$ cat src/rtl/bank_arbiter.sv
// -----------------------------------------------------------------------------
// bank_arbiter
//   Shares one router injection port between NUM_BANKS bank requesters.
//   Offers carrying CTRL_DONE pre-empt all other offers. Inside the winning
//   class, banks are served round-robin starting after the last accepted bank.
//   Accepted packets go through a one-entry output register: one cycle of
//   latency, one packet per cycle under sustained traffic. Once DONE_TARGET
//   CTRL_DONE packets have reached the router, the run is complete and no
//   further bank is accepted.
//
// Ports
//   clk           sole clock, rising edge
//   rst           asynchronous, active-high reset
//   bank_valid    per-bank offer strobe
//   bank_ready    per-bank accept, one-hot or zero
//   bank_pkt      per-bank packet
//   router_valid  output register holds a packet
//   router_ready  router accepts this cycle
//   router_pkt    registered packet to the router
//   grant_idx     last accepted bank (debug)
//   all_done      sticky run-complete flag
// -----------------------------------------------------------------------------

package types;

    typedef enum logic [1:0] {
        CTRL_DATA = 2'd0,
        CTRL_HEAD = 2'd1,
        CTRL_DONE = 2'd2,
        CTRL_IDLE = 2'd3
    } ctrl_t;

    typedef struct packed {
        ctrl_t       ctrl;
        logic [7:0]  src;
        logic [15:0] data;
    } pkt_t;

endpackage

module bank_arbiter #(
    parameter int NUM_BANKS   = 4,          // at least 2
    parameter int DONE_TARGET = NUM_BANKS   // at least 1
) (
    input  logic                         clk,
    input  logic                         rst,
    input  logic [NUM_BANKS-1:0]         bank_valid,
    output logic [NUM_BANKS-1:0]         bank_ready,
    input  types::pkt_t                  bank_pkt [NUM_BANKS],
    output logic                         router_valid,
    input  logic                         router_ready,
    output types::pkt_t                  router_pkt,
    output logic [$clog2(NUM_BANKS)-1:0] grant_idx,
    output logic                         all_done
);

    localparam int IDX_W = $clog2(NUM_BANKS);
    localparam int PW    = IDX_W + 1;
    localparam int CNT_W = $clog2(DONE_TARGET + 1);

    localparam logic [IDX_W-1:0]     PTR_INIT = IDX_W'(NUM_BANKS - 1);
    localparam logic [PW-1:0]        N_EXT    = PW'(NUM_BANKS);
    localparam logic [CNT_W-1:0]     CNT_MAX  = CNT_W'(DONE_TARGET);
    localparam logic [CNT_W-1:0]     CNT_LAST = CNT_W'(DONE_TARGET - 1);
    localparam logic [NUM_BANKS-1:0] ONE_HOT0 = {{(NUM_BANKS-1){1'b0}}, 1'b1};

    typedef enum logic {
        ST_EMPTY = 1'b0,
        ST_FULL  = 1'b1
    } state_t;

    state_t                 state_r;
    state_t                 state_s;
    types::pkt_t            pkt_r;
    logic [IDX_W-1:0]       rr_ptr_r;
    logic [IDX_W-1:0]       grant_idx_r;
    logic [CNT_W-1:0]       done_cnt_r;
    logic                   all_done_r;

    logic [NUM_BANKS-1:0]   done_offer_s;
    logic [NUM_BANKS-1:0]   cand_s;
    logic [NUM_BANKS-1:0]   ready_s;
    logic [IDX_W-1:0]       win_idx_s;
    logic                   win_found_s;
    logic                   slot_open_s;
    logic                   accept_s;
    logic                   xfer_s;
    logic                   done_xfer_s;

    // Competing set: if any bank offers CTRL_DONE, only those offers compete.
    always_comb begin
        done_offer_s = {NUM_BANKS{1'b0}};
        for (int i = 0; i < NUM_BANKS; i++) begin
            done_offer_s[i] = bank_valid[i] && (bank_pkt[i].ctrl == types::CTRL_DONE);
        end
        if (|done_offer_s) begin
            cand_s = done_offer_s;
        end else begin
            cand_s = bank_valid;
        end
    end

    // Round-robin search: first candidate at rr_ptr+1, rr_ptr+2, ... (mod NUM_BANKS).
    always_comb begin
        logic [PW-1:0] pos;
        logic          hit;
        win_found_s = 1'b0;
        win_idx_s   = {IDX_W{1'b0}};
        pos         = {PW{1'b0}};
        hit         = 1'b0;
        for (int k = 1; k <= NUM_BANKS; k++) begin
            pos         = {1'b0, rr_ptr_r} + PW'(k);
            pos         = (pos >= N_EXT) ? (pos - N_EXT) : pos;
            hit         = !win_found_s && cand_s[pos[IDX_W-1:0]];
            win_idx_s   = hit ? pos[IDX_W-1:0] : win_idx_s;
            win_found_s = win_found_s || hit;
        end
    end

    // Accept slot and handshake qualifiers; reset forces bank_ready low at once.
    always_comb begin
        slot_open_s = !rst && !all_done_r && ((state_r == ST_EMPTY) || router_ready);
        accept_s    = slot_open_s && win_found_s;
        xfer_s      = (state_r == ST_FULL) && router_ready;
        done_xfer_s = xfer_s && (pkt_r.ctrl == types::CTRL_DONE) && (done_cnt_r != CNT_MAX);
        if (accept_s) begin
            ready_s = ONE_HOT0 << win_idx_s;
        end else begin
            ready_s = {NUM_BANKS{1'b0}};
        end
    end

    // Output-stage next state: a drain and a load on the same edge keep it FULL.
    always_comb begin
        state_s = state_r;
        case (state_r)
            ST_EMPTY: begin
                if (accept_s) begin
                    state_s = ST_FULL;
                end else begin
                    state_s = ST_EMPTY;
                end
            end
            ST_FULL: begin
                if (router_ready) begin
                    state_s = accept_s ? ST_FULL : ST_EMPTY;
                end else begin
                    state_s = ST_FULL;
                end
            end
            default: state_s = ST_EMPTY;
        endcase
    end

    // Output-stage state register.
    always_ff @(posedge clk or posedge rst) begin
        if (rst) begin
            state_r <= ST_EMPTY;
        end else begin
            state_r <= state_s;
        end
    end

    // Packet register, round-robin pointer and debug grant index, all moved by an accept.
    always_ff @(posedge clk or posedge rst) begin
        if (rst) begin
            pkt_r       <= '0;
            rr_ptr_r    <= PTR_INIT;
            grant_idx_r <= {IDX_W{1'b0}};
        end else if (accept_s) begin
            pkt_r       <= bank_pkt[win_idx_s];
            rr_ptr_r    <= win_idx_s;
            grant_idx_r <= win_idx_s;
        end
    end

    // CTRL_DONE delivery counter; saturates and raises the sticky completion flag.
    always_ff @(posedge clk or posedge rst) begin
        if (rst) begin
            done_cnt_r <= {CNT_W{1'b0}};
            all_done_r <= 1'b0;
        end else if (done_xfer_s) begin
            done_cnt_r <= done_cnt_r + CNT_W'(1);
            if (done_cnt_r == CNT_LAST) begin
                all_done_r <= 1'b1;
            end
        end
    end

    assign bank_ready   = ready_s;
    assign router_valid = (state_r == ST_FULL);
    assign router_pkt   = pkt_r;
    assign grant_idx    = grant_idx_r;
    assign all_done     = all_done_r;

endmodule

$ cat config.mk
export PLATFORM = sky130hd
export DESIGN_NAME = bank_arbiter
export DESIGN_NICKNAME = d
export VERILOG_FILES = /design/src/rtl/bank_arbiter.sv
export SDC_FILE = /design/constraint.sdc
export NUM_CORES = 1
export LEC_CHECK = 0
export BUFFER_PORTS_ARGS = -buffer_cell sky130_fd_sc_hd__buf_2
export CELL_PAD_IN_SITES_DETAIL_PLACEMENT = 0
export CELL_PAD_IN_SITES_GLOBAL_PLACEMENT = 2
export CORE_ASPECT_RATIO = 1.25
export CORE_MARGIN = 2
export CORE_UTILIZATION = 26
export CTS_BUF_LIST = sky130_fd_sc_hd__clkbuf_8
export CTS_CLUSTER_SIZE = 12
export DETAILED_ROUTE_END_ITERATION = 10
export GPL_TIMING_DRIVEN = 0
export HOLD_SLACK_MARGIN = 0.05
export PLACE_DENSITY = 0.86
export SYNTH_ARGS = -nofsm -noshare
export SYNTH_HDL_FRONTEND = slang
export SYNTH_SLANG_ARGS = --single-unit
$ cat constraint.sdc
create_clock -name clk -period 4.4 [get_ports clk]
set_input_delay 0.66 -clock clk [delete_from_list [all_inputs] [get_ports clk]]
set_output_delay 0.66 -clock clk [all_outputs]
set_load 0.02 [all_outputs]
==> results of run 1 <==
## kinds of logic after synthesis
| kind of cell | synth area share, % |
|---|---|
| adders and majority gates | 1.65 |
| AOI/OAI and AO/OA | 20.6 |
| muxes | 16.7 |
| DFF | 38.5 |
| xor gates and xnor gates | 0.384 |
| and+or+nand+nor | 17.6 |
| buffers and inverters | 4.50 |
## cell type report
cell class                      count  area share (%)
Clock buffer                        5            2.13
Sequential cell                    35            27.2
Timing Repair Buffer              144            22.3
Clock inverter                      3           0.387
Buffer                             14            2.01
Multi-Input combinational cell    172            40.2
Inverter                           10            1.16
Tap cell                          120            4.65
## synth_stat cells, types with 2 or more instances
master and count:
nand3b_1 4, clkbuf_1 6, mux2i_1 37, a21oi_1 2, nor2_1 12, ha_1 3
nand2_2 2, dfstp_2 2, nand2b_1 2, dfrtp_1 33, o221ai_1 19, and2_1 7
o21bai_1 2, and3b_1 3, o22ai_2 7, nand2_1 30, nor3_1 8, a221oi_1 7
nor2b_1 3, o21a_1 3, inv_1 10, buf_2 7, a41oi_1 2
## through the flow
stage               cell area (µm²)  worst slack (ns)
floorplan                      2280              1.50
global placement               3150              1.14
detailed placement             3150              1.17
CTS                            3230              1.16
global route                   3230             0.978
finish                         3230              1.15
## sequential cells by signal, summed over array words and instances, names as in the netlist
| name | flops |
|---|---|
| router_valid | 1 |
| grant_idx | 2 |
| all_done | 1 |
| done_cnt_r | 3 |
| router_pkt | 26 |
| rr_ptr_r | 2 |
## routing by layer
metal | GRT usage [%] | up-vias | routed length [µm]
met5 | 0 | - | 0
met4 | 3.52 | 0 | 92
met2 | 27.7 | 96 | 3880
met1 | 19.1 | 1105 | 3080
li1 | - | 1174 | -
met3 | 4.01 | 7 | 528
## critical path, stage by stage
cell	delay, ns
buf_2	0.13
nand3b_1	0.23
a41oi_1	0.31
nor2_1	0.06
a2111o_1	0.41
buf_2	0.18
a211o_4	0.39
inv_1	0.07
buf_2	0.15
## power by group
| group | internal (mW) | switching, mW | total, mW | leakage (nW) |
|---|---|---|---|---|
| sequential | 0.484 | 0.0946 | 0.579 | 0.418 |
| clock | 0.107 | 0.126 | 0.232 | 0.0505 |
| combinational | 0.389 | 0.582 | 0.971 | 1.21 |
| total | 0.979 | 0.803 | 1.78 | 1.68 |
## final timing paths
kind,startpoint,to,slack [ns]
worst max-delay path,bank_pkt[50],bank_ready[0],1.15
worst min-delay path,grant_idx[1]$_DFFE_PP0P_,grant_idx[1]$_DFFE_PP0P_,0.49
worst max register to register,rr_ptr_r[0]$_DFFE_PP1P_,router_pkt[22]$_DFFE_PP0P_,2.15
worst min register to register,grant_idx[1]$_DFFE_PP0P_,grant_idx[1]$_DFFE_PP0P_,0.49
max in group asynchronous,rst,router_pkt[7]$_DFFE_PP0P_,3.37
min in group asynchronous,rst,router_pkt[10]$_DFFE_PP0P_,0.52
==> qor.yml, run 1 <==
synth:
  syn_area_um2: 2280
  syn_nets: 345
  ys_top_cells_by_area: "dfrtp_1 (36%), mux2i_1 (16%), o221ai_1 (7.3%)"
  ys_ff_latch: 35
  synthFlopType: "dfrtp_1"
  synthCells: 231
  synth_edf_count: 0
  ys_seq_area_share_pct: 38.5
  synth_top_area_cell: "dfrtp_1"
  synth.distinct_cells: 43
  synthArstFlopShare_pct: 100
  netlist.area_leader.share_pct: 36.2
  ys.warnings.count: 0
  syn_avg_cell_area_um2: 9.87
routing:
  dr_total_vias: 2382
  routed_via_density: 4.74
  dr.pass1.iters: 4
  routed_wirelength_um: 7580
  wl_per_cell_um: 15.1
  drc: 0
  ant_nets: 0
  drtIter0Drc: 55
power_and_ir_drop:
  p_leak_nw: 1.68
  power_mw: 1.78
  p_per_area_nw_per_um2: 551
  worst_ir_drop_vdd_uv: 212
final_layout:
  post-route-util_pct: 37.6
  seq_area_um2: 878
  fin_cells: 503
  final_common_cell: "buf_2"
  layout_common_cells: "buf_2 (151), mux2i_1 (37), dfrtp_1 (33), nand2_1 (30), o221ai_1 (19)"
  fill_cells: 911
  diodes: 0
  finish.net_count: 496
  multi_input_area_um2: 1300
  drive_gt1_share_pct: 45.4
  syn2layout_area_growth_pct: 41.8
job:
  maxCapViolCount: 0
sta:
  min_period_over_period_pct: 73.9
  setup_viol: 0
  finalHoldViolations: 0
  worst_slew_pin_slew_ns: 0.792
  tns_ns: 0
  fmax_mhz: 307
  slew_headroom_pct: 47.1
  period_minus_slack_ns: 3.25
  rsz0062_at_grt: "false"
  fin_hold_ws_ns: 0.488
  finClkSkew_ns: 0.00689
  drv_slew: 0
die:
  start_util_pct: 26.5
  die_area_um2: 9540
  io_pins: 145
  die_w_um: 87.8
  die_h_um: 109
  core_um2: 8610
  row_count: 38
global_routing:
  gr-total-overflow: 0
  grt_max_degree: 36
  track_usage_pct: 15.7
  grt_pass1_vias: 2366
  grt_pass1_wl_um: 11600
  grt_antenna_before_repair: 0
worst_setup_path:
  required_ns: 3.74
  cp-end-kind: "output port"
  worst-setup-path-type: "primary input to output port"
  cp.arrival_ns: 2.59
  start_kind: "primary input"
  reg2reg_depth: 6
  worstPathMaxFanout: 9
clock_tree:
  clock-sinks: 35
  cts-resized-gates: 0
  cts_max_path_buffers: 2
  cts_setup_buffers: 0
  clk_pin_slew_ns: 0.08
  cts_tree: "done"
  htree_levels: 2
  ctsHoldBuffers: 0
  clk-insertion-delay-late_ns: 0.29
  cts_root_buf: "clkbuf_8"
  cts_buffers: 5
placement:
  dp_hpwl_um: 5770
  port_buffers: 144
  gp_congestion: 0.823
  post-place-cells: 495
hold_path:
  hold_class: "flip-flop to flip-flop"
  min_path_cells: 2
run_status:
  status: "finished, final reports clean"
Power figures use the tool's default switching activity.
==> run 2, diff against run 1 <==
Settings changed: ABC_AREA from default to 1, CORE_UTILIZATION 26 to 20, PLACE_DENSITY 0.86 to 0.77.
Clock period 4.4 ns to 2.6 ns, I/O delays scaled along.
==> qor.yml, run 2 <==
run_status:
  status: "finished, violations left"
  violations: "negative setup slack"
global_routing:
  gr-total-overflow: 0  # unchanged
  grt_max_degree: 37  # +2.8%
  grt_pass1_vias: 3482  # +47%
  grt_antenna_before_repair: 0  # unchanged
  grt_pass1_wl_um: 17800  # +54%
  track_usage_pct: 15.6  # -0.088 points
synth:
  syn_avg_cell_area_um2: 5.85  # -41%
  yosysMostFrequentCell: "nand2_1"
  synth_common_cells: "nand2_1 (284), nand3_1 (71), dfrtp_1 (33), inv_1 (17), nor2_1 (10)"
  ys_ff_latch: 35  # unchanged
  synth_top_area_cell: "nand2_1"
  ys_seq_area_share_pct: 31.7  # -6.9 points
  ys.warnings.count: 0  # unchanged
  synthCells: 474  # +110%
  synth_edf_count: 0  # unchanged
  synthArstFlopShare_pct: 100  # unchanged
  synth.distinct_cells: 26  # -40%
  syn_nets: 588  # +70%
  netlist.area_leader.share_pct: 38.4  # +2.2 points
  synthFlopType: "dfrtp_1"
  ys_top_cells_by_area: "nand2_1 (38%), dfrtp_1 (30%), nand3_1 (13%)"
  syn_area_um2: 2770  # +22%
worst_setup_path:
  required_ns: 2.21  # -1.53 ns
  worst_path_max_delay_cell: "dfstp_2"
  r2r_slack_ns: 0.18  # -1.97 ns
  start_kind: "flip-flop"
  crit_path_frequent_cell: "nand2_1"
  cp.arrival_ns: 2.21  # -0.38 ns
  rr_startpoint: "rr_ptr_r[0]$_DFFE_PP1P_"
  cp.buffers_inverters: 3  # -1
  timing.rr.end: "router_pkt[7]$_DFFE_PP0P_"
  max_stage_delay_ns: 0.65  # +0.24 ns
  reg2reg_depth: 15  # +9
  cp_cell_sequence: "buf_6 -> nand3_2 -> nand2_1 -> nand2_1 -> nand2_1 -> nor2_1 -> nor2_2 -> nand2_4 -> nand2_8 -> inv_4 -> nor3_2 -> buf_4"
  cp-end-kind: "output port"
  crit_family: "simple AND/OR/NAND/NOR gates"
  worstPathMaxFanout: 4  # -5
  worst-setup-path-type: "flip-flop to output port"
placement:
  dp_hpwl_um: 9150  # +59%
  gp_congestion: 0.792  # -3.8%
  post-place-cells: 793  # +60%
  port_buffers: 144  # unchanged
final_layout:
  drive_gt1_share_pct: 35.8  # -9.6 points
  syn2layout_area_growth_pct: 49.3
  diodes: 0  # unchanged
  finish.net_count: 753  # +52%
  layout_common_cells: "nand2_1 (280), buf_2 (146), nand3_1 (61), dfrtp_1 (33), buf_4 (17)"
  final_common_cell: "nand2_1"
  fin_cells: 815  # +62%
  largest_reg_flops: 26  # unchanged
sta:
  min_period_over_period_pct: 100
  period_minus_slack_ns: 2.60
  worst_slew_pin_slew_ns: 0.830  # +0.0380 ns
  fin_ws_ns: -0.00465  # -1.15 ns
  drv_slew: 0  # unchanged
  tns_ns: -0.00465  # -0.00465 ns
  rsz0062_at_grt: "true"
  finClkSkew_ns: 0.0105  # +0.00359 ns
  setup_viol: 1  # +1
  slew_headroom_pct: 44.6  # -2.6 points
  finalHoldViolations: 0  # unchanged
  fmax_mhz: 384
die:
  die_h_um: 136  # +25%
  die_area_um2: 14800  # +56%
  die_w_um: 109  # +25%
  start_util_pct: 20.3  # -6.2 points
  row_count: 48  # +26%
  io_pins: 145  # unchanged
  core_um2: 13700  # +59%
clock_tree:
  cts_root_buf: "clkbuf_8"
  htree_levels: 2  # unchanged
  cts_buffers: 5  # unchanged
  ctsHoldBuffers: 0  # unchanged
  clk_pin_slew_ns: 0.08  # about the same
  clock-sinks: 35  # unchanged
  cts_max_path_buffers: 2  # unchanged
  cts_tree: "done"
  clk-insertion-delay-late_ns: 0.29  # about the same
routing:
  dr_total_vias: 3526  # +48%
  ant_nets: 0  # unchanged
  wl_met1_um: 4680  # +52%
  drc: 0  # unchanged
  routed_wirelength_um: 11800  # +56%
  routed_via_density: 4.33  # -8.6%
  wl_per_cell_um: 14.5  # -3.6%
  wl_met3_um: 688  # +30%
  topRoutingLayerUsed: "met4"
  drtIter0Drc: 163  # +200%
  met2RoutedLength_um: 6250  # +61%
  dr.pass1.iters: 4  # unchanged
job:
  maxCapViolCount: 0  # unchanged
hold_path:
  hold_class: "primary input to async pin"
[run 2: cell types whose count changed after synthesis, moves of 5 or more]
cell	previous run	this run
a221oi_1	7	0
and2_1	7	0
buf_6	0	5
inv_1	10	17
mux2i_1	37	0
nand2_1	30	284
nand3_1	1	71
nor3_1	8	2
o21ai_0	1	7
o221ai_1	19	0
o22ai_2	7	0
[run 2: how the worst max path moves through the flow]
stage	from	to	slack [ns]	depth (start not counted)
2_1_floorplan	rr_ptr_r[0]$_DFFE_PP1P_	bank_ready[0]	0.09	10
3_3_place_gp	rst	bank_ready[3]	-0.36	9
3_5_place_dp	rst	bank_ready[2]	-0.36	9
4_1_cts	rr_ptr_r[0]$_DFFE_PP1P_	bank_ready[0]	0.003	10
5_1_grt	rr_ptr_r[0]$_DFFE_PP1P_	bank_ready[3]	-0.12	13
6_report	rr_ptr_r[0]$_DFFE_PP1P_	bank_ready[0]	-0.005	12
[run 2: final cells by class]
type	count	area (µm²)
multi-input cells	394	1850
clock buffers	5	68.8
clock inverters	3	12.5
repair buffers	159	858
plain buffers	25	180
well taps	175	219
fillers	1594	9550
flip-flops and latches	35	878
inverters	19	80.1
[run 2: layer usage]
layer | up-vias | track usage, %
met2 | 109 | 28.5
met5 | - | 0
met1 | 1595 | 19.1
met3 | 14 | 1.73
li1 | 1808 | -
met4 | 0 | 4.57
[run 2: per-stage QoR]
stage | area [µm²] | setup slack [ns] | hold WS (ns) | utilization (%)
after global routing | 4140 | -0.124 | 0.306 | 30.3
after global placement | 3720 | -0.357 | 0.456 | 27.1
after floorplan | 2780 | 0.0932 | 0.339 | -
final | 4140 | -0.00465 | 0.251 | 30.3
after CTS | 4000 | 0.00333 | 0.278 | 29.2
after detailed placement | 3720 | -0.358 | 0.459 | 27.1
[run 2: logic make-up after synthesis]
| family | count (synthesis) | synth area share [%] |
|---|---|---|
| AOI/OAI and AO/OA | 11 | 2.16 |
| xor gates and xnor gates | 2 | 0.632 |
| adders and majority gates | 3 | 1.35 |
| buffers and inverters | 45 | 8.12 |
| DFF | 35 | 31.7 |
| and+or+nand+nor | 378 | 56.1 |
[run 2: what timing repair did]
item                                    in CTS  in global routing
endpoints found under the setup margin       4                 20
buffers inserted                            12                  3
resized for setup                           33                 36
pin swaps                                    8                  8
[run 2: worst reg2reg max path: stages, from the launching register on]
cell	delay, ns
dfstp_2	0.65
xor2_4	0.20
inv_2	0.08
nand3_4	0.07
nand2_4	0.06
buf_4	0.13
a21oi_2	0.14
nand2_4	0.09
buf_4	0.18
clkbuf_2	0.23
nand3_1	0.14
nand2_1	0.08
nand2_1	0.06
nand2_1	0.08
nand2_1	0.07
nand2_1	0.04
Power of run 2 is not shown: default switching activity piles up to over one toggle a cycle in this logic, so the estimate is an artifact.
